**config.mk**
```make
export PLATFORM = sky130hd
export DESIGN_NAME = serial_adder
export DESIGN_NICKNAME = d
export VERILOG_FILES = /design/src/rtl/serial_adder.sv
export SDC_FILE = /design/constraint.sdc
export NUM_CORES = 1
export LEC_CHECK = 0
export ABC_AREA = 1
export CAP_MARGIN = 10
export CORE_MARGIN = 2
export CORE_UTILIZATION = 40
export DETAILED_ROUTE_END_ITERATION = 7
export HOLD_SLACK_MARGIN = 0.06
export MAX_ROUTING_LAYER = met4
export PLACE_DENSITY = 0.59
export RECOVER_POWER = 25
export SKIP_LAST_GASP = 1
export SYNTH_ARGS = -nofsm -noshare
export SYNTH_HDL_FRONTEND = slang
export SYNTH_SLANG_ARGS = --single-unit
```
**constraint.sdc**
```tcl
create_clock -name clk -period 1.6 [get_ports clk]
set_input_delay 0.16 -clock clk [delete_from_list [all_inputs] [get_ports clk]]
set_output_delay 0.16 -clock clk [all_outputs]
set_load 0.02 [all_outputs]
```
**src/rtl/serial_adder.sv**
```systemverilog
// Multi-cycle ripple adder: BITS_PER_CYCLE full-adder slices per clock, carry kept in a register.
// Optional subtraction port enabled by defining SERIAL_ADDER_SUB_EN.
module serial_adder #(
    parameter int WIDTH          = 8,
    parameter int BITS_PER_CYCLE = 1
) (
    input  logic             clk,
    input  logic             reset,
    input  logic             start,
    input  logic [WIDTH-1:0] a,
    input  logic [WIDTH-1:0] b,
    input  logic             cin,
`ifdef SERIAL_ADDER_SUB_EN
    input  logic             sub,
`endif
    output logic             busy,
    output logic             done,
    output logic [WIDTH-1:0] sum,
    output logic             cout,
    output logic             ovf
);

    localparam int BPC = BITS_PER_CYCLE;
    localparam int K   = WIDTH / BPC;
    localparam int CW  = (K > 1) ? $clog2(K) : 1;
    localparam logic [CW-1:0] LAST_CHUNK = CW'(K - 1);
    localparam logic [CW-1:0] CNT_ONE    = CW'(1);

    typedef enum logic [1:0] {
        S_IDLE = 2'd0,
        S_RUN  = 2'd1,
        S_DONE = 2'd2
    } state_t;

    state_t           r_state;
    logic [WIDTH-1:0] r_a;
    logic [WIDTH-1:0] r_b;
    logic [WIDTH-1:0] r_res;
    logic             r_carry;
    logic [CW-1:0]    r_cnt;
    logic             r_busy;
    logic             r_done;
    logic [WIDTH-1:0] r_sum;
    logic             r_cout;
    logic             r_ovf;

    logic [WIDTH-1:0] w_b_load;
    logic             w_cin_load;
    logic [BPC-1:0]   w_chunk_sum;
    logic             w_c_msb;
    logic             w_c_out;
    logic [WIDTH-1:0] w_res_next;

    // Operand conditioning at accept time: subtraction becomes a + ~b + 1.
    always_comb begin
`ifdef SERIAL_ADDER_SUB_EN
        w_b_load   = sub ? ~b : b;
        w_cin_load = sub ? 1'b1 : cin;
`else
        w_b_load   = b;
        w_cin_load = cin;
`endif
    end

    // Chained full-adder slice over the low BPC bits; w_c_msb ends as the carry into the slice's top bit.
    always_comb begin : slice
        logic c;
        c           = r_carry;
        w_chunk_sum = '0;
        w_c_msb     = 1'b0;
        for (int i = 0; i < BPC; i++) begin
            w_chunk_sum[i] = r_a[i] ^ r_b[i] ^ c;
            w_c_msb        = c;
            c              = (r_a[i] & r_b[i]) | (c & (r_a[i] ^ r_b[i]));
        end
        w_c_out = c;
    end

    // Partial sums enter at the MSB end so the last chunk leaves the result aligned.
    assign w_res_next = WIDTH'({w_chunk_sum, r_res} >> BPC);

    // Control FSM and datapath registers.
    always_ff @(posedge clk) begin
        if (reset) begin
            r_state <= S_IDLE;
            r_a     <= '0;
            r_b     <= '0;
            r_res   <= '0;
            r_carry <= 1'b0;
            r_cnt   <= '0;
            r_busy  <= 1'b0;
            r_done  <= 1'b0;
            r_sum   <= '0;
            r_cout  <= 1'b0;
            r_ovf   <= 1'b0;
        end else begin
            case (r_state)
                S_IDLE, S_DONE: begin
                    r_done <= 1'b0;
                    if (start) begin
                        r_a     <= a;
                        r_b     <= w_b_load;
                        r_carry <= w_cin_load;
                        r_res   <= '0;
                        r_cnt   <= '0;
                        r_busy  <= 1'b1;
                        r_state <= S_RUN;
                    end else begin
                        r_busy  <= 1'b0;
                        r_state <= S_IDLE;
                    end
                end
                S_RUN: begin
                    r_a     <= r_a >> BPC;
                    r_b     <= r_b >> BPC;
                    r_carry <= w_c_out;
                    r_res   <= w_res_next;
                    if (r_cnt == LAST_CHUNK) begin
                        r_sum   <= w_res_next;
                        r_cout  <= w_c_out;
                        r_ovf   <= w_c_msb ^ w_c_out;
                        r_done  <= 1'b1;
                        r_state <= S_DONE;
                    end else begin
                        r_cnt   <= r_cnt + CNT_ONE;
                    end
                end
                default: begin
                    r_busy  <= 1'b0;
                    r_done  <= 1'b0;
                    r_state <= S_IDLE;
                end
            endcase
        end
    end

    assign busy = r_busy;
    assign done = r_done;
    assign sum  = r_sum;
    assign cout = r_cout;
    assign ovf  = r_ovf;

endmodule
```
==> metrics <==
PwrDens=989 nW/um^2; most common library cells after synthesis=nand3_1, dfxtp_1, nand2_1, nor2_1, a21oi_1; Post-CTS Repair Setup Buffers=0; Syn Std Cell Area=1790 sq um; Design Area, Final=2230 sq um; status=finished clean; worst-path cell chain=clkdlybuf4s50_1; Worst Setup End Kind=output port; area fraction of the dominant cell type after synthesis=45.8%; H-tree Lvls=2; CTS clock-pin slew for the worst setup and hold paths=80 ps; RSZ-0062 raised after global routing=false; post-synthesis cell count=235; clock sink total=41; clock skew=3.30 ps; Max FO, Critical Path=2; largest stage delay on the critical path=610 ps; HPWL after detailed placement=2610 microns; Inserted Clock Buffers=5; share of cells above drive strength 1=7.46%; Post-synth EDFFs=0; asr flop ratio synth=0%; vias in the first global route=1474; Pleak=0.949 nW; Routed Antenna Nets=0; Core Rows=24; Worst Path Required=1440 ps; Seq/Total Area, Yosys=45.8%; WP buf/inv=1; Hold Path Depth=3; DRT iter0 DRCs=79; Vias=1581; relative slew slack=71.3%; r2r endpoint=r_cnt[0]; f_max=0.715 GHz; top-count cell post-synth=nand3_1; via-per-instance ratio=4.94; area of the die=5030 sq um; final hold violation count=0; Warnings, synthesis=0; clk buf depth=2; worst setup path startpoint=cout; period utilization=87.4%; Avg Cell Area, Syn=7.63 sq um; minimum clock period after layout=1400 ps; Filler cells=449; Total Routing Usage GR=17.9%; cell taking the most area after synthesis=dfxtp_1; starting density of the core=41.5%; io pins=32; worst vdd ir=0.554 mV; synth top area cells=dfxtp_1, nand3_1, nand2_1; CTS tree=built; reg-to-reg slack, setup=210 ps; initial antenna violation count=0; Die X=71.0 microns; CTS Root Cell=clkbuf_8; nets@finish=291; drt total wl=3880 microns; Hold Path Origin=b[7]; Tightest Pin Transition=429 ps; post-synth cell types=22; final setup fails=0; Critical Path Slowest Stage Cell=clkdlybuf4s50_1; Setup TNS=0 ps; Slew Viols, Final=0; DRT Pass-1 Iters=4; first-pass GRT wire length=6890 microns; number of hold buffers added after CTS=0; Stages on worst setup path=1; Core Region=4320 sq um; GRT overflow=0; Arr. time, crit path=1240 ps; WL/cell=12.1 microns; syn_nets=259; Reg area=821 sq um; Top FF cell, synth=dfxtp_1; kind of critical path=register to output port; die height=71.0 microns; GP Congestion=0.800; area of the multi-input gates=782 sq um; area post-placement=2120 sq um; max-cap violations=0; largest net degree at the start of global routing=26; Port Buf Inserts=31; reg2reg start=r_state[0]; drt drc=0; R2R depth=4; crit start category=register; Ant. Diodes=0; # resized after CTS=0; CP top delay family=buffers and inverters; Synth Register Bits=41; end point of the worst hold path=r_b[7]; Hold/Removal Path Class=input pin to register; clock latency on the worst-skew pair=290 ps; P&R area growth vs syn=24.5%
==> per-stage QoR <==
stage | instances | utilization (%) | hold WS (ps) | setup WS, ps | power (mW)
finish | 320 | 51.6 | 426 | 201 | 2.21
global route | 320 | 51.6 | 436 | 32.9 | 2.32
CTS | 320 | 51.8 | 421 | 169 | 2.24
floorplan | 235 | - | 301 | 429 | 1.28
global placement | 312 | 49.0 | 459 | 268 | 1.36
detailed placement | 312 | 49.0 | 459 | 226 | 1.36
==> state kept, by name, indices dropped and copies added (netlist names) <==
| register | cells |
|---|---|
| r_res | 7 |
| sum | 8 |
| r_a | 8 |
| r_state | 2 |
| r_cnt | 3 |
| cout | 1 |
| r_b | 8 |
| r_carry | 1 |
| ovf | 1 |
| busy | 1 |
| done | 1 |
==> cell type report <==
cell class	count	area share, %
Sequential cell	41	36.8
Inverter	22	3.81
Clock inverter	2	1.68
Multi-Input combinational cell	159	35.0
Tap cell	52	2.91
Clock buffer	6	3.70
Timing Repair Buffer	38	16.1
==> layout by cell type (no fill, tap or decap), types with 6 or more instances in the layout <==
cell             netlist  final
clkbuf_8               0      6
clkdlybuf4s50_1        0     31
nand3_1               51     51
nor2_1                25     26
buf_4                  3      6
inv_1                 19     20
a21oi_1               20     20
o21ai_0               16     16
nand2_1               35     35
dfxtp_1               41     41
==> cell families after synthesis <==
group | share of synthesized area [%]
buffers and inverters | 10.5
adder cells (fa/ha/maj) | 3.21
flip-flops | 45.8
XOR/XNOR | 0.489
AND/OR/NAND/NOR | 29.7
AO/OA/AOI/OAI | 10.3
==> how the worst max path moves through the flow <==
stage,end,slack [ps]
2_1_floorplan,ovf,430
3_3_place_gp,r_res[6],270
3_5_place_dp,r_res[6],230
4_1_cts,cout,170
5_1_grt,r_cnt[0],30
6_report,cout,200
==> layer usage <==
metal	track usage, %	up-vias	routed length (microns)
met1	23.0	695	1840
met2	26.8	42	1780
met5	-	-	0
met4	6.29	0	57
li1	-	837	-
met3	5.27	7	200
==> where the power goes <==
part / internal [mW] / leakage, nW / switching, mW
logic: 0.110 / 0.558 / 0.142
registers: 1.06 / 0.334 / 0.0256
clock network: 0.507 / 0.0574 / 0.364
Power figures use the tool's default switching activity.
